### config.mk
export PLATFORM = sky130hd
export DESIGN_NAME = fifo_ctrl
export DESIGN_NICKNAME = d
export VERILOG_FILES = /design/src/rtl/fifo_ctrl.sv
export SDC_FILE = /design/constraint.sdc
export NUM_CORES = 1
export LEC_CHECK = 0
export CAP_MARGIN = 20
export CORE_UTILIZATION = 46
export DETAILED_ROUTE_END_ITERATION = 16
export PLACE_DENSITY = 0.8
export RECOVER_POWER = 25
export SLEW_MARGIN = 30
export SYNTH_ARGS = -nofsm -noshare
export SYNTH_HDL_FRONTEND = slang
export SYNTH_SLANG_ARGS = --single-unit
export TNS_END_PERCENT = 1
### constraint.sdc
create_clock -name clk -period 5.1 [get_ports clk]
set_input_delay 1.275 -clock clk [delete_from_list [all_inputs] [get_ports clk]]
set_output_delay 1.275 -clock clk [all_outputs]
set_load 0.1 [all_outputs]
### src/rtl/fifo_ctrl.sv
// FIFO pointer/count controller for an external dual-port RAM with
// first-word fall-through reads, occupancy flags and sticky error flags.
module fifo_ctrl #(
  parameter int unsigned addr_width = 3,
  parameter int unsigned af_level   = 6,
  parameter int unsigned ae_level   = 1
) (
  input  logic                  clk,
  input  logic                  reset,
  input  logic                  wr,
  input  logic                  rd,
  output logic                  we,
  output logic [addr_width-1:0] w_addr,
  output logic [addr_width-1:0] r_addr,
  output logic                  full,
  output logic                  empty,
  output logic                  almost_full,
  output logic                  almost_empty,
  output logic [addr_width:0]   count,
  output logic                  overflow,
  output logic                  underflow
);

  localparam logic [addr_width:0] depth = {1'b1, {addr_width{1'b0}}};
  localparam logic [addr_width:0] af_th = (addr_width + 1)'(af_level);
  localparam logic [addr_width:0] ae_th = (addr_width + 1)'(ae_level);

  logic [addr_width-1:0] wptr;
  logic [addr_width-1:0] rptr;
  logic [addr_width:0]   cnt;
  logic                  wacc;
  logic                  racc;

  always_comb begin
    full         = (cnt == depth);
    empty        = (cnt == '0);
    almost_full  = (cnt >= af_th);
    almost_empty = (cnt <= ae_th);
    wacc         = wr & ~full;
    racc         = rd & ~empty;
    we           = wacc & ~reset;
    w_addr       = wptr;
    r_addr       = rptr;
    count        = cnt;
  end

  always_ff @(posedge clk) begin
    if (reset) begin
      wptr      <= '0;
      rptr      <= '0;
      cnt       <= '0;
      overflow  <= 1'b0;
      underflow <= 1'b0;
    end else begin
      if (wacc) wptr <= wptr + addr_width'(1);
      if (racc) rptr <= rptr + addr_width'(1);
      // Simultaneous accepted push and pop leave occupancy unchanged.
      case ({wacc, racc})
        2'b10:   cnt <= cnt + (addr_width + 1)'(1);
        2'b01:   cnt <= cnt - (addr_width + 1)'(1);
        default: cnt <= cnt;
      endcase
      if (wr & full)  overflow  <= 1'b1;
      if (rd & empty) underflow <= 1'b1;
    end
  end

endmodule

==> results of run 1 <==
## cell type report
| class | count | area (um^2) | area share |
|---|---|---|---|
| Clock buffer | 4 | 36.3 | 0.0408 |
| Inverter | 6 | 22.5 | 0.0254 |
| Multi-Input combinational cell | 54 | 373 | 0.420 |
| Sequential cell | 12 | 240 | 0.270 |
| Tap cell | 15 | 18.8 | 0.0211 |
| Timing Repair Buffer | 20 | 198 | 0.223 |
## layout by cell type, fill, tap and decap left out, drive strengths merged, types with 3 or more instances in the layout
| cell | Yosys | layout |
|---|---|---|
| clkdlybuf4s50 | 0 | 16 |
| dfxtp | 12 | 12 |
| or3 | 3 | 3 |
| ha | 7 | 7 |
| dlygate4sd3 | 0 | 3 |
| o21ai | 6 | 6 |
| nor2 | 9 | 9 |
| inv | 6 | 6 |
| clkbuf | 1 | 4 |
| a21oi | 9 | 9 |
## worst max-delay path by stage
stage,end,depth (start not counted),startpoint
2_1_floorplan,almost_empty,3,count[0]$_SDFFE_PP0P_
6_report,empty,4,count[1]$_SDFFE_PP0P_
3_5_place_dp,we,3,reset
4_1_cts,empty,4,count[1]$_SDFFE_PP0P_
3_3_place_gp,we,3,reset
5_1_grt,empty,4,count[1]$_SDFFE_PP0P_
## Yosys cell counts
cell type   n
or4b_1      1
a211oi_1    1
nor2_1      9
nand3_1     2
clkbuf_1    1
xor2_1      2
nand4b_1    1
mux2_2      1
o31ai_1     1
nand2b_1    1
nor3b_2     1
mux2i_1     1
o21ai_0     6
dfxtp_1    12
ha_1        7
or3_1       2
nand2_1     1
or3_2       1
nor3_1      1
or4_1       1
a21oi_1     9
mux2_1      1
inv_1       6
nor2b_1     2
nand3b_1    2
## metrics by stage
stage               instances  cell area [um^2]  hold slack (ns)
floorplan                  73               639            0.935
global placement          107               852            0.458
detailed placement        107               852            0.462
CTS                       111               888            0.493
global route              111               888            0.527
finish                    111               888            0.482
## registers in the layout, indices dropped and copies added (netlist names)
| name | cells |
|---|---|
| count | 4 |
| r_addr | 3 |
| w_addr | 3 |
| overflow | 1 |
| underflow | 1 |
## per-layer routing
layer / share of wire / track usage / routed length [um] / vias up
li1: - / - / - / 300
met1: 0.48 / 0.272 / 652 / 249
met2: 0.44 / 0.321 / 609 / 24
met3: 0.055 / 0.0511 / 76 / 5
met4: 0.024 / 0.155 / 33 / 0
met5: 0 / 0 / 0 / -
## critical path, cell delays in order (launching register included)
cell and delay (ns):
dfxtp_1 0.39, inv_1 0.14, ha_1 0.22, nor3b_2 0.41, clkdlybuf4s50_1 1.21
## logic make-up (layout without fill, tap and decap cells)
family,count (synthesis),after routing
adders and majority gates,7,7
and+or+nand+nor,25,25
AOI/OAI and AO/OA,17,17
xor gates and xnor gates,2,2
DFF,12,12
buffers and inverters,7,30
muxes,3,3
==> impl_metrics.csv, run 1 <==
group,metric,value,unit
sta,hold_viol,0,
clocking,post_cts_resized,0,
clocking,cts_tree,"built",
clocking,cts_buffers,3,
min_path,worstHoldPathCells,2,
global_route,grt_start_max_net_pins,16,
flow_run,maxCapViolCount,0,
clocking,clock_path_buffers,2,
outcome,status,"finished clean",
clocking,cts_hold_buf,0,
min_path,holdCritPathClass,"flop to flop",
global_route,grt.total_usage,0.217,
logic_synthesis,synth_compound_area_frac,0.141,
route,viasPerCell,5.21,
place,port_buffers,20,
clocking,insertion_delay,0.29,ns
worst_setup_path,critPathArrivalTime,2.66,ns
die,die_height,39.3,um
die,die_w,39.3,um
worst_setup_path,timing.critical_path.fanout_max,9,
final_layout,n_fill_cell,120,
place,dpl.hpwl,948,um
clocking,htreeDepth,1,
worst_setup_path,crit_path_end_kind,"output port",
sta,fin_setup_tns,0,ns
route,firstDrtPassIters,4,
logic_synthesis,yosysTopAreaCellShare,0.376,
global_route,antenna_found_initial,0,
worst_setup_path,start_kind,"flop",
route,vias,578,
logic_synthesis,synth_top_family_by_area,"simple AND/OR/NAND/NOR gates",
sta,rsz0062_at_grt,"false",
logic_synthesis,yosysTopAreaCell,"dfxtp_1",
sta,fin_crit_sh,0.771,
place,gp_congestion,0.694,
final_layout,num-nets-final,108,
final_layout,syn2layout_area_growth,38.9,%
global_route,first_global_vias,487,
logic_synthesis,synthXorXnorAreaFrac,0.0274,
clocking,clkTransAtPathRegs,0.09,ns
sta,timing.fmax,254,MHz
sta,fin_crit,3.93,ns
logic_synthesis,synth_seq_cells,12,
logic_synthesis,synthTopCellsByArea,"dfxtp_1 38%, ha_1 14%, a21oi_1 7.0%, nor2_1 5.3%, o21ai_0 4.7%",
sta,slew_viol_final,0,
die,start_util,0.491,
logic_synthesis,synth.distinct_cells,25,
sta,maxSlewHeadroom,0.349,
sta,fin_ws,1.17,ns
logic_synthesis,ys_warn_count,0,
logic_synthesis,synth_fa_ha_area_frac,0.137,
worst_setup_path,r2r_start,"count[1]$_SDFFE_PP0P_",
route,drt-total-wl,1.37,mm
clocking,post_cts_buffers,0,
logic_synthesis,synth-simple-area-share,0.227,
logic_synthesis,yosysSeqAreaShare,0.376,
logic_synthesis,synthCells,73,
worst_setup_path,worstReg2RegEnd,"count[3]$_SDFFE_PP0P_",
die,dieArea,1540,um^2
worst_setup_path,critPathKind,"flop to output port",
route,wl_per_cell,12.4,um
logic_synthesis,synth_nets,84,
sta,fin_skew,0.00971,ns
global_route,grt-ovfl-total,0,
clocking,root_buffer,"clkbuf_4",
worst_setup_path,r2r_slack,2.65,ns
min_path,min_from,"underflow$_SDFFE_PP0P_",
die,core-area,1300,um^2
final_layout,drive_gt1_frac,0.0833,
sta,tightest_slew,0.973,ns
route,drc,0,
min_path,hold_end,"underflow$_SDFFE_PP0P_",
logic_synthesis,netlist_area,639,um^2
worst_setup_path,crit_required,3.83,ns
place,pre_cts_slack,1.40,ns
route,drt_iter0_markers,11,
logic_synthesis,synthMuxAreaShare,0.0509,
global_route,grt_pass1_wl,2.15,mm
die,ios,21,
route,ant_nets,0,
die,std_cell_rows,13,
final_layout,final_core_util,0.683,
clocking,cts.sinks,12,
logic_synthesis,avgSynthCellArea,8.76,um^2
final_layout,n_antenna_cell,0,
sta,setup_viol,0,
worst_setup_path,r2r_cells,8,
Power of run 1 is not shown: default switching activity piles up to over one toggle a cycle in this logic, so the estimate is an artifact.
==> run 2, diff against run 1 <==
CORE_UTILIZATION = 39   (was 46)
PLACE_DENSITY = 0.72   (was 0.8)
clock period = 3.6 ns   (was 5.1 ns; I/O delays follow)
==> run 2 against run 1 <==
  * Register-to-register slack worse by 1.6 ns
  * First-iteration DRC count grew 27%
  * Clock skew decreased by 0.0064 ns
  * Flip-flop and latch count is the same
  * Sequential share of layout area up 0.19 points
  * Worst setup slack got worse by 0.56 ns
  * Global-route usage decreased by 6.7 points
  * Worst hold slack worse by 0.0067 ns
  * Final cell count is 1.8% higher
  * Final area down 0.70%
  * Clock-buffer cell count unchanged
==> impl_metrics.csv, run 2 (same netlist as run 1, synthesis figures left out) <==
group,metric,value,unit
clocking,cts_buffers,3,
global_route,first_global_vias,511,
final_layout,multi_input_area,373,um^2
worst_setup_path,max_stage_delay,0.68,ns
clocking,clock_path_buffers,2,
worst_setup_path,r2r_cells,7,
worst_setup_path,crit_end,"empty",
worst_setup_path,start_kind,"flop",
worst_setup_path,critPathTopFamily,"simple AND/OR/NAND/NOR gates",
worst_setup_path,timing.critical_path.fanout_max,9,
final_layout,largest_reg_flops,4,
clocking,root_buffer,"clkbuf_4",
global_route,grt_start_max_net_pins,16,
place,dpl.hpwl,881,um
sta,rsz0062_at_grt,"false",
place,gp_congestion,0.737,
final_layout,drive_gt1_frac,0.206,
route,drc,0,
worst_setup_path,crit_cells,4,
worst_setup_path,crit_path_end_kind,"output port",
sta,fin_skew,0.00328,ns
route,wl_per_cell,10.5,um
final_layout,layout_common_cells,"12 x dfxtp_1, 12 x buf_4, 9 x nor2_1, 9 x a21oi_1",
clocking,cts.sinks,12,
clocking,insertion_delay,0.27,ns
final_layout,num-nets-final,109,
global_route,antenna_found_initial,0,
die,std_cell_rows,14,
clocking,clkTransAtPathRegs,0.08,ns
sta,fin_crit,2.99,ns
outcome,status,"finished clean",
route,firstDrtPassIters,4,
route,drt-total-wl,1.18,mm
route,ant_nets,0,
clocking,cts_tree,"built",
die,die_w,42.5,um
route,viasPerCell,5.03,
min_path,worstHoldPathCells,2,
place,port_buffers,20,
final_layout,syn2layout_area_growth,38.0,%
final_layout,n_antenna_cell,0,
die,dieArea,1810,um^2
global_route,grt_pass1_wl,2.06,mm
die,start_util,0.420,
final_layout,regArea,240,um^2
worst_setup_path,r2r_start,"count[1]$_SDFFE_PP0P_",
clocking,htreeDepth,1,
clocking,post_cts_resized,0,
clocking,cts_hold_buf,0,
worst_setup_path,cp_cell_sequence,"inv_1 -> ha_1 -> nor3b_1 -> buf_4",
final_layout,final_core_util,0.579,
global_route,grt-ovfl-total,0,
worst_setup_path,r2r_slack,1.04,ns
sta,slew_viol_final,0,
die,die_height,42.5,um
worst_setup_path,worst-path-buf-inv,2,
route,vias,568,
global_route,grt.total_usage,0.150,
worst_setup_path,slowest_stage,"nor3b_1",
min_path,holdCritPathClass,"flop to flop",
sta,maxSlewHeadroom,0.351,
worst_setup_path,crit_required,2.70,ns
sta,fin_crit_sh,0.830,
flow_run,maxCapViolCount,0,
route,drt_iter0_markers,14,
sta,hold_viol,0,
sta,setup_viol,0,
die,ios,21,
die,core-area,1520,um^2
worst_setup_path,worstReg2RegEnd,"count[2]$_SDFFE_PP0P_",
worst_setup_path,critPathArrivalTime,2.09,ns
worst_setup_path,crit_start,"count[1]$_SDFFE_PP0P_",
worst_setup_path,critPathKind,"flop to output port",
sta,timing.fmax,334,MHz
clocking,post_cts_buffers,0,
sta,tightest_slew,0.970,ns
final_layout,n_fill_cell,136,
-- run 2: changes by cell type in the layout (fill, tap and decap cells not counted) --
cell | previous run | this run
dlygate4sd3_1 | 3 | 1
nor3_2 | 0 | 1
clkdlybuf4s50_1 | 16 | 7
buf_12 | 0 | 1
nor3b_2 | 1 | 0
buf_4 | 1 | 12
nor3_1 | 1 | 0
nor3b_1 | 0 | 1
-- run 2: tightest hold or removal path, stage by stage (launching register included) --
cell,delay (ns)
dfxtp_1,0.33
a21oi_1,0.04
nor2_1,0.07
-- run 2: how the worst min path moves through the flow --
stage                                 startpoint                endpoint  slack [ns]
after floorplan           r_addr[2]$_SDFFE_PP0P_  r_addr[2]$_SDFFE_PP0P_        0.94
after detailed placement  underflow$_SDFFE_PP0P_  underflow$_SDFFE_PP0P_        0.46
after global routing      r_addr[2]$_SDFFE_PP0P_  r_addr[2]$_SDFFE_PP0P_        0.51
final                      overflow$_SDFFE_PP0P_   overflow$_SDFFE_PP0P_        0.48
after CTS                 underflow$_SDFFE_PP0P_  underflow$_SDFFE_PP0P_        0.48
after global placement    underflow$_SDFFE_PP0P_  underflow$_SDFFE_PP0P_        0.45
-- run 2: cell type report --
type	count	share of cell area
flip-flops and latches	12	0.272
well taps	16	0.0227
clock buffers	4	0.0411
multi-input cells	54	0.423
repair buffers	21	0.216
inverters	6	0.0255
-- run 2: per-stage QoR --
stage | setup WS [ns] | instance area [um^2] | cells | hold slack (ns) | setup TNS (ns)
2_1_floorplan | -0.246 | 644 | 73 | 0.935 | -0.359
3_3_place_gp | 0.740 | 851 | 109 | 0.455 | 0
3_5_place_dp | 0.697 | 851 | 109 | 0.461 | 0
4_1_cts | 0.751 | 887 | 113 | 0.484 | 0
5_1_grt | 0.419 | 882 | 113 | 0.512 | 0
6_report | 0.610 | 882 | 113 | 0.475 | 0
-- run 2: layer usage --
| metal | wire, um | global-route usage | part of all wire | vias up |
|---|---|---|---|---|
| li1 | - | - | - | 303 |
| met1 | 590 | 0.185 | 0.50 | 250 |
| met2 | 532 | 0.240 | 0.45 | 13 |
| met3 | 46 | 0.0388 | 0.039 | 2 |
| met4 | 12 | 0.0750 | 0.010 | 0 |
| met5 | 0 | 0 | 0 | - |
Power of run 2 is left out for the same reason.
==> run 3, diff against run 2 <==
CORE_UTILIZATION = 43   (was 39)
PLACE_DENSITY = 0.76   (was 0.72)
clock period = 3 ns   (was 3.6 ns; I/O delays follow)
==> run 3 against run 2 <==
  * Flip-flop and latch count unchanged
  * Register-to-register slack got worse by 0.46 ns
  * Sequential share of layout area decreased by 0.077 points
  * Clock-buffer cell count unchanged
  * First-iteration DRC count decreased by 64%
  * Critical path depth increased by 3
  * Utilization increased by 7.6 points
  * Critical path type is now primary input to flop
  * Critical endpoint is now count[3]$_SDFFE_PP0P_
  * Highest routed layer unchanged
==> impl_metrics.csv, run 3 (same netlist as run 1, synthesis figures left out) <==
group,metric,value,unit
route,drt_iter0_markers,5,
sta,fin_ws,0.494,ns
worst_setup_path,crit_path_end_kind,"flop",
sta,fin_setup_tns,0,ns
clocking,clkTransAtPathRegs,0.08,ns
final_layout,layout_common_cells,"16 x buf_4, 12 x dfxtp_1, 9 x a21oi_1, 8 x nor2_1, 7 x ha_1",
sta,fin_skew,0.00292,ns
final_layout,drive_gt1_frac,0.268,
global_route,grt_start_max_net_pins,15,
final_layout,regArea,240,um^2
worst_setup_path,crit_cells,7,
route,route.met3.wl,38,um
sta,hold_viol,0,
place,port_buffers,20,
route,viasPerCell,5.25,
die,die_height,40.6,um
clocking,insertion_delay,0.28,ns
final_layout,n_antenna_cell,0,
clocking,cts.sinks,12,
route,firstDrtPassIters,4,
worst_setup_path,r2r_cells,8,
global_route,grt-ovfl-total,0,
die,std_cell_rows,13,
worst_setup_path,critPathKind,"primary input to flop",
final_layout,final_common_cell,"buf_4",
sta,rsz0062_at_grt,"false",
route,ant_nets,0,
die,start_util,0.474,
route,drt-total-wl,1.33,mm
clocking,post_cts_resized,0,
sta,tightest_slew,0.581,ns
route,dr_wl_met2,626,um
outcome,status,"finished clean",
worst_setup_path,worstReg2RegEnd,"count[3]$_SDFFE_PP0P_",
clocking,cts_buffers,3,
worst_setup_path,cp_cell_sequence,"clkdlybuf4s50_1 -> inv_1 -> nor2_1 -> ha_1 -> or4b_1 -> a21oi_1 -> mux2_1",
final_layout,num-nets-final,109,
worst_setup_path,crit_required,3.18,ns
die,die_w,40.6,um
route,wl_per_cell,11.9,um
route,vias,588,
clocking,root_buffer,"clkbuf_4",
die,ios,21,
worst_setup_path,slowest_stage,"clkdlybuf4s50_1",
sta,maxSlewHeadroom,0.613,
clocking,clock_path_buffers,2,
min_path,holdCritPathClass,"flop to flop",
global_route,grt_pass1_wl,1.92,mm
worst_setup_path,timing.critical_path.fanout_max,6,
place,pre_cts_slack,0.204,ns
sta,whs,0.485,ns
worst_setup_path,r2r_start,"count[0]$_SDFFE_PP0P_",
min_path,worstHoldPathCells,2,
route,met1_length,626,um
clocking,cts_hold_buf,0,
flow_run,maxCapViolCount,0,
global_route,antenna_found_initial,0,
min_path,hold_end,"underflow$_SDFFE_PP0P_",
global_route,first_global_vias,464,
route,drc,0,
worst_setup_path,worst-path-buf-inv,2,
sta,fin_crit_sh,0.835,
final_layout,multi_input_area,393,um^2
place,gp_congestion,0.757,
clocking,htreeDepth,1,
clocking,cts_tree,"built",
final_layout,largest_reg_flops,4,
worst_setup_path,start_kind,"primary input",
sta,slew_viol_final,0,
worst_setup_path,critPathTopFamily,"buffers and inverters",
min_path,min_from,"underflow$_SDFFE_PP0P_",
sta,setup_viol,0,
sta,timing.fmax,399,MHz
die,core-area,1350,um^2
sta,fin_crit,2.51,ns
final_layout,syn2layout_area_growth,38.4,%
clocking,post_cts_buffers,0,
final_layout,n_fill_cell,126,
worst_setup_path,max_stage_delay,0.51,ns
route,dr.max_layer_used,"met4",
worst_setup_path,critPathArrivalTime,2.68,ns
global_route,grt.total_usage,0.184,
worst_setup_path,r2r_slack,0.58,ns
die,dieArea,1650,um^2
place,dpl.hpwl,979,um
## run 3: stage by stage
stage | instances | area [um^2] | util
floorplan | 73 | 659 | -
global placement | 108 | 852 | 0.631
detailed placement | 108 | 852 | 0.631
CTS | 112 | 888 | 0.658
global route | 112 | 885 | 0.655
finish | 112 | 885 | 0.655
## run 3: worst reg2reg max path, delay by kind of cell, from the launching register on
kind	cells	cell delay, ns
simple gates	3	0.76
flops	1	0.46
buf+inv	1	0.10
fa+ha+maj	2	0.50
compound gates	1	0.17
mux	1	0.32
## run 3: layout make-up
cell class / instances / area share
Clock buffer: 4 / 0.0410
Inverter: 6 / 0.0255
Multi-Input combinational cell: 54 / 0.444
Sequential cell: 12 / 0.272
Tap cell: 15 / 0.0212
Timing Repair Buffer: 21 / 0.197
## run 3: how the worst max path moves through the flow
stage                           from                    end  slack, ns
6_report                          rd  count[3]$_SDFFE_PP0P_       0.49
5_1_grt                           rd  count[3]$_SDFFE_PP0P_       0.40
4_1_cts                           rd  count[3]$_SDFFE_PP0P_       0.50
3_5_place_dp                      rd  count[3]$_SDFFE_PP0P_       0.20
3_3_place_gp                      rd  count[3]$_SDFFE_PP0P_       0.26
2_1_floorplan  count[1]$_SDFFE_PP0P_                     we      -0.25
## run 3: layer usage
layer  global-route usage  vias up
li1                     -      305
met1                0.201      264
met2                0.306       14
met3               0.0333        5
met4                0.150        0
met5                    0        -
Power of run 3 is left out for the same reason.
